`config.mk`:
```
export PLATFORM = sky130hd
export DESIGN_NAME = power_series_top
export DESIGN_NICKNAME = d
export VERILOG_FILES = /design/src/rtl/power_series_pkg.sv /design/src/rtl/power_series_stage.sv /design/src/rtl/power_series_top.sv
export SDC_FILE = /design/constraint.sdc
export NUM_CORES = 1
export LEC_CHECK = 0
export CAP_MARGIN = 20
export CORE_ASPECT_RATIO = 1.2
export CORE_MARGIN = 2
export CORE_UTILIZATION = 40
export DETAILED_ROUTE_END_ITERATION = 6
export PLACE_DENSITY = 0.6
export SLEW_MARGIN = 5
export SYNTH_ARGS = -nofsm -noshare
export SYNTH_HDL_FRONTEND = slang
export SYNTH_HIERARCHICAL = 1
export SYNTH_SLANG_ARGS = --single-unit
```
`constraint.sdc`:
```
create_clock -name clk -period 10 [get_ports clk]
set_input_delay 1.5 -clock clk [delete_from_list [all_inputs] [get_ports clk]]
set_output_delay 1.5 -clock clk [all_outputs]
set_load 0.005 [all_outputs]
```
`src/rtl/power_series_pkg.sv`:
```
// Shared widths, FSM state type and pipeline stage record for the power-series evaluator.
package power_series_pkg;

  localparam int SUM_W  = 32;
  localparam int PROD_W = 40;
  localparam int X_W    = 8;

  typedef enum logic [1:0] {
    IDLE  = 2'd0,
    RUN   = 2'd1,
    FLUSH = 2'd2
  } state_t;

  typedef struct packed {
    logic              valid;
    logic              err;
    logic              ovf;
    logic [X_W-1:0]    x;
    logic [PROD_W-1:0] pow;
    logic [SUM_W-1:0]  sum;
  } stage_t;

endpackage

```
`src/rtl/power_series_stage.sv`:
```
// One multiply/accumulate stage: pow_k = pow_{k-1} * x, sum_k = sum_{k-1} + pow_k,
// with a sticky overflow flag for product bits above 32 or a sum carry.
module power_series_stage
  import power_series_pkg::*;
(
  input  logic   clk,
  input  logic   rst,
  input  stage_t i_prev,
  output stage_t o_stage
);

  logic [PROD_W-1:0] w_prod;
  logic [SUM_W:0]    w_sum;
  logic              w_ovf;
  stage_t            r_stage;

  // Only the low 32 bits of pow feed the product; any higher bit already implies ovf.
  assign w_prod = PROD_W'(i_prev.pow[SUM_W-1:0]) * PROD_W'(i_prev.x);
  assign w_sum  = {1'b0, i_prev.sum} + {1'b0, w_prod[SUM_W-1:0]};
  assign w_ovf  = i_prev.ovf | (|w_prod[PROD_W-1:SUM_W]) | w_sum[SUM_W]
                | (|i_prev.pow[PROD_W-1:SUM_W]);

  always_ff @(posedge clk or negedge rst) begin
    if (!rst) begin
      r_stage <= '0;
    end else begin
      r_stage.valid <= i_prev.valid;
      r_stage.err   <= i_prev.err;
      r_stage.ovf   <= w_ovf;
      r_stage.x     <= i_prev.x;
      r_stage.pow   <= w_prod;
      r_stage.sum   <= w_sum[SUM_W-1:0];
    end
  end

  assign o_stage = r_stage;

endmodule

```
`src/rtl/power_series_top.sv`:
```
// Streaming evaluator of S(x) = 1 + x + ... + x^(2N) over frames of FRAME samples.
// Define POWER_SERIES_SAT_EN to saturate overflowed sums; otherwise they wrap modulo 2^32.
module power_series_top
  import power_series_pkg::*;
#(
  parameter logic [2:0] N     = 3'b010,
  parameter int         FRAME = 4
)(
  input  logic             clk,
  input  logic             rst,
  input  logic [X_W-1:0]   in_x_input,
  input  logic             start,
  output logic             ready,
  output logic             out_valid_final,
  output logic             error,
  output logic             overflow,
  output logic [SUM_W-1:0] out_sum
);

  localparam int D     = 2 * int'(N);
  localparam int CNT_W = (FRAME > 1) ? $clog2(FRAME) : 1;

  state_t           r_state;
  logic [CNT_W-1:0] r_cnt;
  stage_t           r_stage0;
  stage_t           w_pipe [D+1];
  stage_t           w_last;
  logic [D:0]       w_valids;
  logic             w_busy;
  logic [SUM_W-1:0] w_res_sum;
  logic             w_unused;

  logic             r_valid;
  logic             r_err;
  logic             r_ovf;
  logic [SUM_W-1:0] r_sum;

  assign w_pipe[0] = r_stage0;
  assign w_last    = w_pipe[D];
  assign w_busy    = |w_valids;
  assign w_unused  = ^{w_last.x, w_last.pow};

  genvar gi;
  generate
    for (gi = 1; gi <= D; gi = gi + 1) begin : g_stage
      power_series_stage u_stage (
        .clk     (clk),
        .rst     (rst),
        .i_prev  (w_pipe[gi-1]),
        .o_stage (w_pipe[gi])
      );
    end
    for (gi = 0; gi <= D; gi = gi + 1) begin : g_valid
      assign w_valids[gi] = w_pipe[gi].valid;
    end
  endgenerate

  always_ff @(posedge clk or negedge rst) begin
    if (!rst) begin
      r_state <= IDLE;
      r_cnt   <= '0;
    end else begin
      case (r_state)
        IDLE: begin
          if (start) begin
            r_state <= RUN;
            r_cnt   <= '0;
          end
        end
        RUN: begin
          r_cnt <= r_cnt + 1'b1;
          if (r_cnt == CNT_W'(FRAME - 1)) r_state <= FLUSH;
        end
        // The last result is the one leaving with nothing left behind it.
        FLUSH: begin
          if (r_valid && !w_busy) r_state <= IDLE;
        end
        default: r_state <= IDLE;
      endcase
    end
  end

  assign ready = (r_state == IDLE);

  always_ff @(posedge clk or negedge rst) begin
    if (!rst) begin
      r_stage0 <= '0;
    end else begin
      r_stage0.valid <= (r_state == RUN);
      r_stage0.err   <= in_x_input[X_W-1];
      r_stage0.ovf   <= 1'b0;
      r_stage0.x     <= in_x_input;
      r_stage0.pow   <= PROD_W'(1);
      r_stage0.sum   <= SUM_W'(1);
    end
  end

  always_comb begin
    w_res_sum = w_last.sum;
    if (w_last.err) begin
      w_res_sum = '0;
    end
`ifdef POWER_SERIES_SAT_EN
    else if (w_last.ovf) begin
      w_res_sum = '1;
    end
`endif
  end

  always_ff @(posedge clk or negedge rst) begin
    if (!rst) begin
      r_valid <= 1'b0;
      r_err   <= 1'b0;
      r_ovf   <= 1'b0;
      r_sum   <= '0;
    end else begin
      r_valid <= w_last.valid;
      r_err   <= w_last.valid & w_last.err;
      r_ovf   <= w_last.valid & ~w_last.err & w_last.ovf;
      if (w_last.valid) r_sum <= w_res_sum;
    end
  end

  assign out_valid_final = r_valid;
  assign error           = r_err;
  assign overflow        = r_ovf;
  assign out_sum         = r_sum;

endmodule

```
==> impl_metrics.csv, run 1 <==
group,metric,value,unit
worst_setup_path,worstSetupPathType,"reg2reg",
detailed_routing,drc_errors,0,
worst_setup_path,end_kind,"register",
synth,synthCells,5045,
synth,ys_warn_count,6,
worst_setup_path,cp-start-kind,"register",
worst_setup_path,max_stage_delay,1.02,ns
clocking,cts_buffers,45,
sta,fin_crit_sh,0.842,
sta,finalSetupTns,0,ns
detailed_routing,drt_iter0_markers,1404,
floorplanning,die_w,318,µm
synth,syn_avg_cell_area,9.40,µm²
cells_and_area,synthToLayoutAreaGrowth,10.0,%
clocking,clock-root-buffer,"clkbuf_16",
sta,worstMarginPinSlew,1.04,ns
clocking,cts_tree,"built",
worst_setup_path,slowest_stage,"dfrtp_1",
cells_and_area,diodes,0,
clocking,post_cts_buffers,0,
global_routing,track_usage,0.184,
global_routing,grt_pass1_vias,37000,
sta,rsz0062_at_grt,"false",
floorplanning,die_height,381,µm
global_routing,overflow,0,
worst_setup_path,worstPathArrival,8.88,ns
clocking,hold_buffers,0,
cells_and_area,drive_above_1_share,0.0358,
global_routing,grt_first_pass_wirelength,184,mm
worst_setup_path,critPathRequiredTime,10.46,ns
floorplanning,start_util,0.403,
sta,period_needed,8.42,ns
detailed_routing,firstDrtPassIters,6,
worst_setup_path,crit_path_max_fanout,33,
sta,setup-violations-final,0,
placed_design,hpwl,88.7,mm
sta,hold_viol,0,
sta,fmax,119,MHz
clocking,h-tree-depth,2,
global_routing,antenna_found_initial,0,
detailed_routing,vias,34300,
global_routing,grt_max_degree,155,
clocking,clk_path_buf_depth,3,
clocking,cts_resized,0,
worst_setup_path,cp_common_cell,"fa_1",
detailed_routing,via_per_inst,4.97,
clocking,clkSlewWorstSetupHoldPaths,0.06,ns
run,cap_violations,0,
detailed_routing,routed_wl,109,mm
clocking,clock-sinks,333,
floorplanning,ios,47,
min_path,hold_path.class,"reg2reg",
floorplanning,core_area,118000,µm²
floorplanning,row_count,138,
status,status,"complete, no violations",
detailed_routing,postRouteAntennaNets,0,
placed_design,port_buffers,46,
placed_design,place.gp.congestion,0.891,
detailed_routing,wl_per_cell,15.8,µm
cells_and_area,nNetsFinal,6441,
sta,fin_skew,0.0264,ns
floorplanning,dieArea,121000,µm²
clocking,clkLatencyLatePin,0.59,ns
synth,synth_area,47400,µm²
sta,maxSlewHeadroom,0.308,
sta,drv_slew,0,
worst max-delay path, delay by kind of cell (launching register included):
family / cells / cell delay (ns)
compound gates: 12 / 2.69
xor+xnor: 1 / 0.23
fa+ha+maj: 6 / 2.60
buf+inv: 3 / 0.14
flops: 1 / 1.02
simple gates: 7 / 1.60
layout by cell type (no fill, tap or decap), drive strengths merged, types with 41 or more instances in the layout:
cell,n
nor2,162
nand3,53
inv,767
dfrtp,333
xor2,72
and2,726
o21ai,165
ha,381
xnor2,152
clkdlybuf4s50,45
nand2,444
fa,724
clkbuf,58
o21a,41
a21o,147
conb,286
a21oi,251
final timing paths:
| check | slack, ns | end | cells past startpoint | from |
|---|---|---|---|---|
| max | 1.58 | g_stage[3].u_stage/o_stage[80] | 29 | g_stage[2].u_stage/o_stage[78] |
| min reg2reg | 0.35 | g_stage[4].u_stage/o_stage[81] | 0 | g_stage[3].u_stage/o_stage[81] |
| max reg2reg | 1.58 | g_stage[3].u_stage/o_stage[80] | 29 | g_stage[2].u_stage/o_stage[78] |
| max in group asynchronous | 7.75 | g_stage[3].u_stage/o_stage[64] | 2 | rst |
| min in group asynchronous | 0.90 | r_stage0[32] | 1 | rst |
| min | 0.35 | g_stage[4].u_stage/o_stage[81] | 0 | g_stage[3].u_stage/o_stage[81] |
area by class of cell:
| cell class | count | area [µm²] |
|---|---|---|
| Fill cell | 11500 | 65600 |
| Multi-Input combinational cell | 4101 | 36800 |
| Sequential cell | 333 | 8330 |
| Inverter | 761 | 2860 |
| Tap cell | 1540 | 1930 |
| Clock buffer | 58 | 1300 |
| Timing Repair Buffer | 83 | 756 |
| Clock inverter | 25 | 239 |
registers in the layout, indices dropped and copies added (netlist names):
register                 flops
r_state                      2
out_sum                     32
overflow                     1
out_valid_final              1
r_cnt                        2
g_stage.u_stage/o_stage    284
r_stage0                    10
error                        1
layer usage:
layer / part of all wire / GRT usage / vias to the layer above / wire (µm)
li1: - / - / 16500 / -
met1: 0.44 / 0.228 / 17100 / 47800
met2: 0.51 / 0.341 / 505 / 55500
met3: 0.024 / 0.0125 / 169 / 2590
met4: 0.028 / 0.0521 / 0 / 3010
met5: 0 / 0 / - / 0
through the flow:
| step | utilization | hold WS, ns | worst slack, ns | cell area [µm²] | instances |
|---|---|---|---|---|---|
| after floorplan | - | 0.331 | 2.69 | 48500 | 5329 |
| after global placement | 0.430 | 0.337 | 1.64 | 50600 | 6818 |
| after detailed placement | 0.430 | 0.336 | 1.66 | 50600 | 6818 |
| after CTS | 0.443 | 0.350 | 1.64 | 52200 | 6901 |
| after global routing | 0.443 | 0.362 | 1.19 | 52200 | 6901 |
| final | 0.443 | 0.348 | 1.58 | 52200 | 6901 |
Power of run 1 is not shown: default switching activity piles up to over one toggle a cycle in this logic, so the estimate is an artifact.
==> inputs of run 2 (changes only) <==
Clock period 10 ns to 7.8 ns, I/O delays scaled along.
==> impl_metrics.csv, run 2 (synthesis results as in run 1) <==
group,metric,value,unit
status,status,"complete, no violations",
clocking,clock-sinks,333,
clocking,clk_path_buf_depth,3,
clocking,clkLatencyLatePin,0.64,ns
sta,worstMarginPinSlew,0.849,ns
sta,hold_viol,0,
sta,fin_skew,0.0517,ns
sta,fin_crit_sh,0.960,
worst_setup_path,crit_family,"compound AO/OA/AOI/OAI gates",
cells_and_area,nNetsFinal,6484,
worst_setup_path,cp_common_cell,"fa_1",
detailed_routing,routed_wl,110,mm
placed_design,hpwl,90.1,mm
cells_and_area,drive_above_1_share,0.0494,
worst_setup_path,worstSetupPathType,"reg2reg",
global_routing,overflow,0,
cells_and_area,largest_register_ffs,284,
detailed_routing,postRouteAntennaNets,0,
cells_and_area,synthToLayoutAreaGrowth,11.1,%
sta,maxSlewHeadroom,0.434,
floorplanning,core_area,118000,µm²
worst_setup_path,cp-start-kind,"register",
clocking,hold_buffers,0,
clocking,h-tree-depth,2,
sta,period_needed,7.49,ns
worst_setup_path,max_stage_delay,0.50,ns
detailed_routing,drc_errors,0,
min_path,hold_path.class,"reg2reg",
sta,drv_slew,0,
clocking,cts_buffers,45,
floorplanning,dieArea,121000,µm²
cells_and_area,mostFrequentLayoutCells,"inv_1 (760), and2_1 (725), fa_1 (721), nand2_1 (441), ha_1 (375)",
global_routing,grt_pass1_vias,37200,
sta,holdWs,0.348,ns
detailed_routing,drt_iter0_markers,1352,
sta,postLayoutSetupSlackWorst,0.314,ns
floorplanning,row_count,138,
detailed_routing,firstDrtPassIters,5,
placed_design,port_buffers,46,
cells_and_area,final_common_cell,"inv_1",
floorplanning,ios,47,
detailed_routing,vias,34200,
detailed_routing,via_per_inst,4.93,
global_routing,track_usage,0.186,
sta,fmax,134,MHz
clocking,cts_tree,"built",
global_routing,grt_max_degree,120,
worst_setup_path,end_kind,"register",
clocking,clock-root-buffer,"clkbuf_16",
worst_setup_path,critPathRequiredTime,8.29,ns
worst_setup_path,slowest_stage,"fa_1",
sta,finalSetupTns,0,ns
floorplanning,die_height,381,µm
global_routing,grt_first_pass_wirelength,186,mm
placed_design,dp_slack,0.149,ns
cells_and_area,diodes,0,
global_routing,antenna_found_initial,1,
cells_and_area,fillers,11500,
placed_design,place.gp.congestion,0.869,
sta,setup-violations-final,0,
run,cap_violations,0,
floorplanning,start_util,0.403,
cells_and_area,final_util,0.447,
worst_setup_path,critPathBufInv,3,
floorplanning,die_w,318,µm
clocking,clkSlewWorstSetupHoldPaths,0.06,ns
worst_setup_path,crit_path_max_fanout,5,
worst_setup_path,worstPathArrival,7.97,ns
detailed_routing,wl_per_cell,15.8,µm
run 2: changes by cell type in the layout (fill, tap and decap cells not counted), sizes merged:
cell,previous run,this run
buf,38,80
clkbuf,58,63
clkinvlp,2,6
clkinv,14,8
inv,767,765
run 2: layer usage:
layer,GRT usage,share of wire
met5,0,0.00012
met4,0.0568,0.027
met3,0.0140,0.021
met2,0.346,0.52
met1,0.227,0.43
run 2: layout make-up:
| cell class | count | area [µm²] | share of cell area |
|---|---|---|---|
| Tap cell | 1540 | 1930 | 0.0366 |
| Clock buffer | 62 | 1280 | 0.0243 |
| Clock inverter | 21 | 254 | 0.00482 |
| Inverter | 761 | 2860 | 0.0542 |
| Multi-Input combinational cell | 4101 | 36900 | 0.701 |
| Sequential cell | 333 | 8350 | 0.158 |
| Timing Repair Buffer | 126 | 1110 | 0.0210 |
run 2: path summary, 6_finish.rpt:
check                                                    start                             end  slack (ns)  cells past startpoint
worst max-delay path            g_stage[2].u_stage/o_stage[75]  g_stage[3].u_stage/o_stage[80]        0.31                     29
worst min-delay path            g_stage[3].u_stage/o_stage[81]  g_stage[4].u_stage/o_stage[81]        0.35                      0
worst max register to register  g_stage[2].u_stage/o_stage[75]  g_stage[3].u_stage/o_stage[80]        0.31                     29
worst min register to register  g_stage[3].u_stage/o_stage[81]  g_stage[4].u_stage/o_stage[81]        0.35                      0
max in group asynchronous                                  rst  g_stage[3].u_stage/o_stage[21]        5.94                      2
min in group asynchronous                                  rst  g_stage[2].u_stage/o_stage[73]        0.62                      1
run 2: what timing repair did:
action | CTS | global route
hold endpoints to repair | 0 | 0
gates resized for setup | 0 | 47
setup buffers | 0 | 11
setup endpoints to repair | 0 | 7
run 2: stage by stage:
| stage | area, µm² | instances |
|---|---|---|
| CTS | 52400 | 6933 |
| floorplan | 48500 | 5329 |
| detailed placement | 50900 | 6850 |
| global placement | 50900 | 6850 |
| global route | 52700 | 6944 |
| finish | 52700 | 6944 |
Power of run 2 is left out for the same reason.
==> inputs of run 3 (changes only) <==
Settings changed: RECOVER_POWER from default to 100.
==> impl_metrics.csv, run 3 (synthesis results as in run 1) <==
group,metric,value,unit
status,status,"complete, but fails checks",
status,violations,"capacitance limit, slew limit",
detailed_routing,routed_wl,110,mm
floorplanning,dieArea,121000,µm²
global_routing,grt_first_pass_wirelength,186,mm
worst_setup_path,cp-start-kind,"register",
worst_setup_path,r2r_slack,0.31,ns
floorplanning,row_count,138,
min_path,hold_depth,0,
cells_and_area,drive_above_1_share,0.0483,
placed_design,place.gp.congestion,0.869,
global_routing,grt_max_degree,120,
sta,worstMarginPinSlew,1.98,ns
floorplanning,core_area,118000,µm²
cells_and_area,design_area,52600,µm²
worst_setup_path,worstSetupPathType,"reg2reg",
cells_and_area,nNetsFinal,6484,
cells_and_area,diodes,0,
detailed_routing,via_per_inst,4.93,
clocking,clock-sinks,333,
sta,drv_slew,171,
detailed_routing,drt_iter0_markers,1349,
worst_setup_path,cp_common_cell,"fa_1",
clocking,cts_tree,"built",
clocking,hold_buffers,0,
detailed_routing,firstDrtPassIters,7,
worst_setup_path,r2r-start,"g_stage[2].u_stage/o_stage[75]",
clocking,h-tree-depth,2,
floorplanning,ios,47,
worst_setup_path,critPathRequiredTime,8.29,ns
clocking,clk_path_buf_depth,3,
worst_setup_path,r2r_end,"g_stage[3].u_stage/o_stage[80]",
detailed_routing,wl_per_cell,15.8,µm
sta,fin_crit_sh,0.960,
sta,holdWs,0.348,ns
floorplanning,die_height,381,µm
worst_setup_path,slowest_stage,"fa_1",
floorplanning,die_w,318,µm
placed_design,hpwl,90.1,mm
global_routing,antenna_found_initial,1,
detailed_routing,drc_errors,0,
sta,hold_viol,0,
placed_design,port_buffers,46,
detailed_routing,vias,34200,
min_path,hold_start,"g_stage[3].u_stage/o_stage[81]",
worst_setup_path,max_stage_delay,0.50,ns
cells_and_area,mostFrequentLayoutCells,"inv_1 (760), and2_1 (723), fa_1 (721), nand2_1 (441), ha_1 (375)",
floorplanning,start_util,0.403,
min_path,hold_path.class,"reg2reg",
clocking,clkSlewWorstSetupHoldPaths,0.06,ns
global_routing,grt_pass1_vias,37200,
placed_design,postPlaceCellArea,50900,µm²
cells_and_area,synthToLayoutAreaGrowth,11.0,%
sta,period_needed,7.49,ns
sta,fmax,134,MHz
min_path,hold-path-endpoint,"g_stage[4].u_stage/o_stage[81]",
worst_setup_path,worstPathArrival,7.97,ns
run,cap_violations,5,
clocking,cts_buffers,45,
worst_setup_path,crit_path_max_fanout,5,
cells_and_area,final_common_cell,"inv_1",
sta,fin_skew,0.0515,ns
global_routing,overflow,0,
sta,setup-violations-final,0,
clocking,clock-root-buffer,"clkbuf_16",
sta,maxSlewHeadroom,-0.321,
detailed_routing,postRouteAntennaNets,0,
cells_and_area,register_area,8350,µm²
sta,finalSetupTns,0,ns
worst_setup_path,end_kind,"register",
cells_and_area,fillers,11500,
cells_and_area,largest_register_ffs,284,
clocking,clkLatencyLatePin,0.64,ns
global_routing,track_usage,0.186,
worst_setup_path,r2r_cells,29,
cells_and_area,multi_input_area,36900,µm²
==> run 3: area by class of cell <==
type	instances	share of cell area
multi-input cells	4101	0.701
flip-flops and latches	333	0.159
inverters	761	0.0543
well taps	1540	0.0366
clock buffers	62	0.0243
repair buffers	126	0.0206
clock inverters	21	0.00482
==> run 3: worst max path at each step <==
stage,to,cells after the start,startpoint,slack (ns)
finish,g_stage[3].u_stage/o_stage[80],29,g_stage[2].u_stage/o_stage[75],0.31
global route,g_stage[3].u_stage/o_stage[80],30,g_stage[2].u_stage/o_stage[76],-0.03
CTS,g_stage[3].u_stage/o_stage[80],29,g_stage[2].u_stage/o_stage[35],0.1
detailed placement,g_stage[3].u_stage/o_stage[80],29,g_stage[2].u_stage/o_stage[35],0.15
global placement,g_stage[3].u_stage/o_stage[80],29,g_stage[2].u_stage/o_stage[75],0.21
floorplan,g_stage[3].u_stage/o_stage[80],30,g_stage[2].u_stage/o_stage[74],0.49
==> run 3: per-layer routing <==
| layer | share of wire | vias to the layer above | track usage |
|---|---|---|---|
| met5 | 0.00012 | - | 0 |
| met4 | 0.027 | 2 | 0.0568 |
| met3 | 0.022 | 174 | 0.0140 |
| met2 | 0.52 | 439 | 0.346 |
| met1 | 0.43 | 17100 | 0.227 |
| li1 | - | 16600 | - |
==> run 3: critical path, delay by kind of cell (launching register included) <==
family / cells / cell delay, ns
DFF: 1 / 0.44
buffers and inverters: 3 / 0.26
xor gates and xnor gates: 1 / 0.17
AOI/OAI and AO/OA: 12 / 2.56
adders and majority gates: 6 / 2.38
and+or+nand+nor: 7 / 1.53
==> run 3: timing repair <==
action | in CTS | in global routing
gates resized for setup | 0 | 47
endpoints found under the setup margin | 0 | 7
buffers inserted | 0 | 11
==> run 3: stage by stage <==
| stage | instances | setup WS (ns) | utilization |
|---|---|---|---|
| floorplan | 5329 | 0.493 | - |
| global placement | 6850 | 0.209 | 0.432 |
| detailed placement | 6850 | 0.149 | 0.432 |
| CTS | 6933 | 0.0966 | 0.445 |
| global route | 6944 | -0.0310 | 0.447 |
| finish | 6944 | 0.312 | 0.447 |
Power of run 3 is left out for the same reason.
